<file path="src/rtl/rm_pkg.sv">
// Shared definitions for the random-modulo Benes key controllers.
//   rm_state_t   : key controller FSM encoding
//   RM_LFSR_TAPS : default Galois feedback mask for the key LFSR
//   RM_LFSR_SEED : default nonzero reset seed for the key LFSR
//   benes_cnt(n) : switch count of an n-wide Benes network, so a cache
//                  instantiation derives the control width from its width
package rm_pkg;

  typedef enum logic [1:0] {
    IDLE      = 2'd0,
    GEN       = 2'd1,
    WAIT_IDLE = 2'd2
  } rm_state_t;

  localparam logic [31:0] RM_LFSR_TAPS = 32'h8020_0003;
  localparam logic [31:0] RM_LFSR_SEED = 32'h0000_0001;

  // An n-wide Benes network has 2*log2(n)-1 columns of n/2 switches:
  // n*log2(n) - n/2 control bits.
  function automatic int benes_cnt(input int n);
    int lg;
    lg = 0;
    for (int v = n; v > 1; v = v / 2) lg++;
    return n * lg - n / 2;
  endfunction

endpackage

</file>
<file path="src/rtl/rm_benes_key_ctrl_if.sv">
// Handshake and key bus between a cache and its Benes key controller.
//   reseed_req   : level request for a new key, held until reseed_done
//   seed_load_en : load seed_i into the key LFSR (honoured when idle)
//   seed_i       : software seed
//   cache_idle   : no lookups in flight, key swap allowed this cycle
//   control_o    : active key driving the Benes control input
//   reseed_busy  : a key is being generated or is waiting to commit
//   reseed_done  : one-cycle pulse with the first cycle of the new key
//   epoch_o      : key epoch, bumps on each commit
// master = cache side, slave = key controller.
interface rm_benes_key_ctrl_if #(
  parameter int LFSR_W  = 32,
  parameter int CNT     = 20,
  parameter int EPOCH_W = 4
);
  logic               reseed_req;
  logic               seed_load_en;
  logic [LFSR_W-1:0]  seed_i;
  logic               cache_idle;
  logic [CNT-1:0]     control_o;
  logic               reseed_busy;
  logic               reseed_done;
  logic [EPOCH_W-1:0] epoch_o;

  modport master (
    output reseed_req, seed_load_en, seed_i, cache_idle,
    input  control_o, reseed_busy, reseed_done, epoch_o
  );

  modport slave (
    input  reseed_req, seed_load_en, seed_i, cache_idle,
    output control_o, reseed_busy, reseed_done, epoch_o
  );
endinterface

</file>
<file path="src/rtl/rm_lfsr.sv">
// Galois LFSR used as the key bit source for random-modulo key controllers.
//   clk, reset : clock and asynchronous active-high reset (state <= SEED)
//   load_en    : load load_val (a zero value is replaced by SEED so the
//                register can never lock up at zero); wins over step_en
//   load_val   : value to load
//   step_en    : advance one step
//   bit_o      : current output bit (state bit 0, taken before the step)
//   state_o    : full register contents
module rm_lfsr
  import rm_pkg::*;
#(
  parameter int                LFSR_W = 32,
  parameter logic [LFSR_W-1:0] TAPS   = LFSR_W'(RM_LFSR_TAPS),
  parameter logic [LFSR_W-1:0] SEED   = LFSR_W'(RM_LFSR_SEED)
) (
  input  logic              clk,
  input  logic              reset,
  input  logic              load_en,
  input  logic [LFSR_W-1:0] load_val,
  input  logic              step_en,
  output logic              bit_o,
  output logic [LFSR_W-1:0] state_o
);

  logic [LFSR_W-1:0] lfsr_q;

  always_ff @(posedge clk or posedge reset) begin
    if (reset) begin
      lfsr_q <= SEED;
    end else if (load_en) begin
      lfsr_q <= (load_val == '0) ? SEED : load_val;
    end else if (step_en) begin
      lfsr_q <= (lfsr_q >> 1) ^ (lfsr_q[0] ? TAPS : '0);
    end
  end

  assign bit_o   = lfsr_q[0];
  assign state_o = lfsr_q;

endmodule

</file>
<file path="src/rtl/rm_benes_key_ctrl.sv">
// Key controller for the L1 random-modulo Benes permutation network.
// Holds an active key (control_o) and a shadow key. A reseed request fills
// the shadow key from the LFSR one bit per cycle (first bit lands in bit 0),
// then waits for the cache to go idle and swaps the whole key in at once,
// bumping the epoch so the cache knows its contents used a stale mapping.
//   clk, reset : clock and asynchronous active-high reset (identity key)
//   bus        : slave side of rm_benes_key_ctrl_if
module rm_benes_key_ctrl
  import rm_pkg::*;
#(
  parameter int                N       = 8,
  parameter int                CNT     = benes_cnt(N),
  parameter int                LFSR_W  = 32,
  parameter logic [LFSR_W-1:0] TAPS    = LFSR_W'(RM_LFSR_TAPS),
  parameter logic [LFSR_W-1:0] SEED    = LFSR_W'(RM_LFSR_SEED),
  parameter int                EPOCH_W = 4
) (
  input  logic                clk,
  input  logic                reset,
  rm_benes_key_ctrl_if.slave  bus
);

  localparam int CNT_W = (CNT > 1) ? $clog2(CNT) : 1;
  localparam logic [CNT_W-1:0] LAST_BIT = CNT_W'(CNT - 1);

  rm_state_t          state;
  logic [CNT_W-1:0]   bit_cnt;
  logic [CNT-1:0]     shadow;
  logic [CNT-1:0]     control;
  logic [EPOCH_W-1:0] epoch;
  logic               done;

  logic               lfsr_bit;
  logic [LFSR_W-1:0]  unused_lfsr_state;
  logic [CNT:0]       shift_w;

  // Seed loads are only honoured while idle so a key in progress is never
  // disturbed; a load and a request in the same idle cycle both take effect,
  // and the first key bit then comes from the new seed.
  rm_lfsr #(
    .LFSR_W (LFSR_W),
    .TAPS   (TAPS),
    .SEED   (SEED)
  ) u_lfsr (
    .clk      (clk),
    .reset    (reset),
    .load_en  (bus.seed_load_en && (state == IDLE)),
    .load_val (bus.seed_i),
    .step_en  (state == GEN),
    .bit_o    (lfsr_bit),
    .state_o  (unused_lfsr_state)
  );

  // New bit enters at the top and the register shifts right, so after CNT
  // steps the first bit sits in shadow[0]. Written this way to stay legal
  // for CNT == 1.
  assign shift_w = {lfsr_bit, shadow};

  always_ff @(posedge clk or posedge reset) begin
    if (reset) begin
      state   <= IDLE;
      bit_cnt <= '0;
      shadow  <= '0;
      control <= '0;
      epoch   <= '0;
      done    <= 1'b0;
    end else begin
      done <= 1'b0;
      case (state)
        IDLE: begin
          // A request still high during the done pulse belongs to the key
          // just committed.
          if (bus.reseed_req && !done) begin
            state   <= GEN;
            bit_cnt <= '0;
          end
        end
        GEN: begin
          shadow  <= shift_w[CNT:1];
          bit_cnt <= bit_cnt + 1'b1;
          if (bit_cnt == LAST_BIT) state <= WAIT_IDLE;
        end
        WAIT_IDLE: begin
          if (bus.cache_idle) begin
            control <= shadow;
            epoch   <= epoch + 1'b1;
            done    <= 1'b1;
            state   <= IDLE;
          end
        end
        default: state <= IDLE;
      endcase
    end
  end

  assign bus.control_o   = control;
  assign bus.epoch_o     = epoch;
  assign bus.reseed_done = done;
  assign bus.reseed_busy = (state == GEN) || (state == WAIT_IDLE);

endmodule

</file>
<file path="src/flat_wrapper.sv">
// flat-port wrapper written by rule: the top's interface ports become plain ports
module rm_benes_key_ctrl_flat import rm_pkg::*;
#(
  parameter int                N       = 8,
  parameter int                CNT     = benes_cnt(N),
  parameter int                LFSR_W  = 32,
  parameter logic [LFSR_W-1:0] TAPS    = LFSR_W'(RM_LFSR_TAPS),
  parameter logic [LFSR_W-1:0] SEED    = LFSR_W'(RM_LFSR_SEED),
  parameter int                EPOCH_W = 4
)
  (clk, reset, bus_reseed_req, bus_seed_load_en, bus_seed_i, bus_cache_idle, bus_control_o, bus_reseed_busy, bus_reseed_done, bus_epoch_o);
  rm_benes_key_ctrl_if #(.LFSR_W(LFSR_W), .CNT(CNT), .EPOCH_W(EPOCH_W)) bus_i ();
  input  logic clk;
  input  logic reset;
  input wire logic [$bits(bus_i.reseed_req)-1:0] bus_reseed_req;
  input wire logic [$bits(bus_i.seed_load_en)-1:0] bus_seed_load_en;
  input wire logic [$bits(bus_i.seed_i)-1:0] bus_seed_i;
  input wire logic [$bits(bus_i.cache_idle)-1:0] bus_cache_idle;
  output wire logic [$bits(bus_i.control_o)-1:0] bus_control_o;
  output wire logic [$bits(bus_i.reseed_busy)-1:0] bus_reseed_busy;
  output wire logic [$bits(bus_i.reseed_done)-1:0] bus_reseed_done;
  output wire logic [$bits(bus_i.epoch_o)-1:0] bus_epoch_o;
  assign bus_i.reseed_req = bus_reseed_req;
  assign bus_i.seed_load_en = bus_seed_load_en;
  assign bus_i.seed_i = bus_seed_i;
  assign bus_i.cache_idle = bus_cache_idle;
  assign bus_control_o = bus_i.control_o;
  assign bus_reseed_busy = bus_i.reseed_busy;
  assign bus_reseed_done = bus_i.reseed_done;
  assign bus_epoch_o = bus_i.epoch_o;
  rm_benes_key_ctrl #(.N(N), .CNT(CNT), .LFSR_W(LFSR_W), .TAPS(TAPS), .SEED(SEED), .EPOCH_W(EPOCH_W)) u_core (.clk(clk), .reset(reset), .bus(bus_i));
endmodule
</file>
<file path="config.mk">
export PLATFORM = sky130hd
export DESIGN_NAME = rm_benes_key_ctrl_flat
export DESIGN_NICKNAME = d
export VERILOG_FILES = /design/src/rtl/rm_pkg.sv /design/src/rtl/rm_benes_key_ctrl_if.sv /design/src/rtl/rm_lfsr.sv /design/src/rtl/rm_benes_key_ctrl.sv /design/src/flat_wrapper.sv
export SDC_FILE = /design/constraint.sdc
export NUM_CORES = 1
export LEC_CHECK = 0
export BUFFER_PORTS_ARGS = -buffer_cell sky130_fd_sc_hd__buf_2
export CORE_ASPECT_RATIO = 1.25
export CORE_UTILIZATION = 39
export CTS_CLUSTER_DIAMETER = 60
export DETAILED_ROUTE_END_ITERATION = 7
export RECOVER_POWER = 25
export SYNTH_ARGS = -nofsm -noshare
export SYNTH_HDL_FRONTEND = slang
export SYNTH_SLANG_ARGS = --single-unit
</file>
<file path="constraint.sdc">
create_clock -name clk -period 3.8 [get_ports clk]
set_clock_uncertainty 0.05 [all_clocks]
set_input_delay 1.14 -clock clk [delete_from_list [all_inputs] [get_ports clk]]
set_output_delay 1.14 -clock clk [all_outputs]
set_load 0.05 [all_outputs]
</file>
# Word level (Yosys, flattened, before mapping)
# Index checks and enable logic that the tools add are counted.
[classes]
n_mux = 12
div_mod_pow = 0
reduce_logical = 11
n_eq_ne = 6
bitwise_logic = 1
magnitude_cmp = 0
add_sub_neg = 2
n_shift = 0
n_mul = 0
[op_table]
columns = ["op", "count"]
rows = [
  ["$mux W32", 4],
  ["$logic_not A32 Y1", 1],
  ["$xor A31 B32 Y32", 1],
  ["$pmux W5 S2", 1],
  ["$mux W2", 3],
  ["$pmux W2 S3", 1],
  ["$add A5 B1 Y5 const B", 1],
  ["$eq A5 B5 Y1 const B", 1],
  ["$mux W5", 1],
  ["$add A4 B1 Y4 const B", 1],
  ["$ne A2 B2 Y1 const B", 2],
  ["$reduce_and A2 Y1", 2],
  ["$reduce_bool A2 Y1", 2],
  ["$reduce_and A3 Y1", 1],
  ["$eq A2 B1 Y1 const B", 1],
  ["$eq A2 B2 Y1 const B", 1],
  ["$logic_and A1 B1 Y1", 2],
  ["$logic_not A2 Y1", 1],
  ["$mux W1", 2],
  ["$ne A2 B1 Y1 const B", 1],
  ["$logic_not A1 Y1", 1],
  ["$logic_or A1 B1 Y1", 1],
]
[word_totals]
latch_bits = 0
out_inout_bits = 26
input_bits = 37
ff_bits = 84
memories = 0
romBits = 0
ram_bits = 0

# Depth between registers and ports, before layout
[logic_depth]
ltp_word = 4
mapped_depth = 7
ltp_nobuf = 6

# Modules after synthesis
# Synthesis repeated with hierarchy kept, for this count alone.
[unflattened]
cells_unflattened = 298
area_unflattened_um2 = 3748.6
[modules_own_cells]
columns = ["module", "seq_area_each_um2", "instances", "area_each_um2", "cells_each"]
rows = [
  ["rm_benes_key_ctrl", 1301.2, 1, 2142.1, 141],
  ["rm_lfsr", 802.0, 1, 1606.5, 157],
]

# Worst setup path before layout
# OpenSTA, ideal clock, no wires.
[synth_path]
path_kind = "register -> output"
from = "reg u_core.state[0]"
to = "out bus_reseed_busy"
path_stages_with_launch = 3
n_path_buf = 0
t_arrival_ns = 0.961
setup_slack_ns = 1.649
cell_sequence = "dfrtp_1 > inv_1 > ha_1"
[synth_between]
elab_chain_cells = 2
[synth_lines]
columns = ["element", "line", "source"]
rows = [
  ["from (decl)", "rm_benes_key_ctrl.sv:26", "rm_state_t state;"],
  ["from (signal assigned)", "rm_benes_key_ctrl.sv:61", "state <= IDLE;"],
  ["from (signal assigned)", "rm_benes_key_ctrl.sv:74", "state <= GEN;"],
  ["from (signal assigned)", "rm_benes_key_ctrl.sv:81", "if (bit_cnt == LAST_BIT) state <= WAIT_IDLE;"],
  ["$eq A2 B1 Y1 or $eq A2 B2 Y1 (tied branches)", "rm_benes_key_ctrl.sv:99", "assign bus.reseed_busy = (state == GEN) || (state == WAIT_IDLE);"],
  ["$logic_or A1 B1 Y1 (*)", "rm_benes_key_ctrl.sv:99", ""],
  ["to (decl)", "flat_wrapper.sv:20", "output wire logic [$bits(bus_i.reseed_busy)-1:0] bus_reseed_busy;"],
]
# Every way passes the cells marked *; elsewhere a longest branch is shown, timed or not.

# Worst setup path in the final report
# Ends and elaborated chain as after synthesis.

==> impl_metrics.py <==
metrics = {
    "placed_design": {
        "hpwl_um": 4450,
        "finalWeightedCongestion": 0.676,
        "placed_cells": 471,
        "portBuffers": 62,
    },
    "route": {
        "first_pass_iters": 4,
        "drc": 0,
        "ant_nets": 0,
        "vias_per_cell": 5.00,
        "dr_total_vias": 2433,
        "wl_per_cell_um": 13.1,
        "wirelength_um": 6380,
        "drt-initial-drc-count": 76,
    },
    "worst_hold_path": {
        "holdPathStages": 1,
        "hp-start": "u_core.bus.epoch_o[3]",
        "min_path_type": "reg -> reg",
        "min_delay_worst_endpoint": "u_core.bus.epoch_o[3]",
    },
    "logic_synthesis": {
        "synthDistinctLibCells": 30,
        "synth.largest_area_cell": "dfrtp_1",
        "synth_async_sr_flop_share_pct": 100,
        "ys_seq_area_share_pct": 56.4,
        "netlist_top_cells_area": "dfrtp_1 56%, mux2_2 12%, mux2i_1 8.3%, nand2_1 3.9%, o21ai_0 3.4%",
        "synth_edf_count": 0,
        "syn_area_um2": 3730,
        "postSynthAreaPerCell_um2": 12.5,
        "synth.ff_latch_count": 84,
        "synthFlopType": "dfrtp_1",
        "syn-num-nets": 341,
        "ys_warn_count": 0,
        "synthCells": 298,
        "synth_top_area_share_pct": 55.7,
    },
    "timing": {
        "tightest_slew_ps": 1620,
        "rsz0062_at_grt": "false",
        "fmax_mhz": 399,
        "finalMaxSlewViolations": 36,
        "hold_violations": 0,
        "fin_crit_sh_pct": 66.0,
        "slew_headroom_pct": -8.29,
        "period_needed_ps": 2510,
        "setup_viol": 0,
        "setup_tns_ps": 0,
    },
    "finish": {
        "fill_cells": 839,
        "final_cell_mix": "83 x dfrtp_1, 62 x buf_2, 41 x mux2_2",
        "final_common_cell": "dfrtp_1",
        "layout.nets": 402,
        "fin_cells": 487,
        "diodes": 0,
        "syn2layout_area_growth_pct": 17.9,
        "drive_gt1_share_pct": 35.7,
    },
    "setup_path": {
        "end_kind": "primary output",
        "rr_worst_depth": 5,
        "regToRegSetupSlack_ps": 1720,
        "timing.rr.end": "u_core.u_lfsr.state_o[4]",
        "cp.required_ps": 2610,
        "reg2reg_from": "u_core.state[0]",
        "crit_path_start_kind": "flop",
        "path_class": "reg -> out",
        "cp_max_fo": 3,
        "crit_arrival_ps": 1320,
    },
    "clock_tree": {
        "cts_buffers": 9,
        "clockBufferDepth": 2,
        "cts_root_buf": "clkbuf_16",
        "cts_tree": "built",
        "clk_latency_ps": 330,
        "h-tree-depth": 3,
        "cts_hold_buf": 0,
        "path_clk_slew_ps": 60,
        "cts.repair.resized": 0,
        "numClockSinks": 84,
        "postCtsSetupBuffers": 0,
    },
    "run_status": {
        "violations": "capacitance limit, slew limit",
        "status": "finished with violations",
    },
    "pwr": {
        "ir_worst_vdd_mv": 0.278,
        "powerDensity_nw_per_um2": 761,
        "swShare_pct": 33.7,
        "p_total_mw": 3.34,
        "p_clk_share_pct": 24.4,
        "seq_power_share_pct": 43.0,
        "p_int_mw": 2.22,
        "p_leak_nw": 2.16,
        "switching_power_mw": 1.13,
        "pwr-share-comb_pct": 32.6,
    },
    "floorplan": {
        "num_io_pins": 63,
        "core_area_um2": 9220,
        "rows": 39,
        "start_util_pct": 40.4,
        "die_w_um": 89.4,
        "die_h_um": 111,
        "dieArea_um2": 9950,
    },
    "global_route": {
        "grt_use_total_pct": 13.9,
        "grt_pass1_vias": 2348,
        "overflow": 0,
        "grt_pass1_wl_um": 10800,
        "antenna_found_initial": 0,
        "grt_max_degree": 50,
    },
    "run": {
        "cap_violations": 1,
    },
}
-- worst max-delay path by stage --
stage          depth (start not counted)  slack [ps]                    end            start
2_1_floorplan                          1         450      u_core.bit_cnt[0]            reset
3_3_place_gp                           5        1330  u_core.bus.epoch_o[1]   bus_cache_idle
3_5_place_dp                           5        1300  u_core.bus.epoch_o[1]   bus_cache_idle
4_1_cts                                3        1280        bus_reseed_busy  u_core.state[1]
5_1_grt                                3        1230        bus_reseed_busy  u_core.state[0]
6_report                               3        1290        bus_reseed_busy  u_core.state[0]
-- state kept, by name, summed over array words and instances, names as in the netlist --
register and flops:
u_core.shadow 20, u_core.u_lfsr.state_o 32, u_core.bus.control_o 20, u_core.bus.epoch_o 4, u_core.bit_cnt 5, u_core.bus.reseed_done 1
u_core.state 2
-- metrics by stage --
| step | hold WS, ps | setup WS [ps] | utilization, % | instance area (µm²) |
|---|---|---|---|---|
| global placement | 412 | 1330 | 44.6 | 4120 |
| floorplan | 427 | 447 | - | 3730 |
| detailed placement | 423 | 1300 | 44.6 | 4120 |
| CTS | 436 | 1280 | 47.7 | 4400 |
| finish | 425 | 1290 | 47.6 | 4390 |
| global route | 460 | 1230 | 47.6 | 4390 |
-- cell type report --
class | instances | area, µm² | area share, %
clock inverters | 7 | 60.1 | 1.37
clock buffers | 9 | 225 | 5.13
well taps | 123 | 154 | 3.50
repair buffers | 66 | 365 | 8.31
multi-input cells | 191 | 1460 | 33.2
inverters | 7 | 27.5 | 0.626
flip-flops and latches | 84 | 2100 | 47.9
-- cells in the mapped netlist (2+ instances only) --
master    count
a211oi_1      2
a21o_1        2
a22o_1        3
buf_2         4
buf_4         5
buf_6         7
dfrtp_1      83
ha_1          6
inv_1         7
mux2_2       41
mux2i_1      31
nand2_1      39
nand3_1       3
nand4_1       3
nor2_1        2
nor4_1        8
o21ai_0      25
o21ai_1      10
xnor2_1       6
-- critical path: stages, from the launching register on --
cell,delay (ps)
dfrtp_1,380
inv_1,90
ha_1,270
buf_2,250
-- power by group through the flow --
stage	Clock, mW	Combinational, mW	Sequential, mW
4_1_cts	0.842	1.11	1.45
3_3_place_gp	0	1.08	1.45
2_1_floorplan	0	0.914	1.46
5_1_grt	0.880	1.22	1.49
6_report	0.815	1.09	1.44
3_5_place_dp	0	1.11	1.46
-- routing by layer --
metal,global-route usage [%],share of wire [%],up-vias
met3,2.31,3.3,11
met1,19.4,48,1184
met4,6.35,1.9,0
li1,-,-,1179
met2,21.1,47,59
met5,0,0,-
-- kinds of logic (layout without fill, tap and decap cells) --
kind of cell,count (synthesis),after routing,share of synthesized area (%)
fa+ha+maj,6,6,2.01
xor+xnor,6,6,1.41
compound gates,48,48,7.69
buf+inv,23,89,4.36
simple gates,58,58,6.98
flops,84,84,56.4
mux,73,73,21.1
Note: power is estimated with default switching activity, not from simulation.
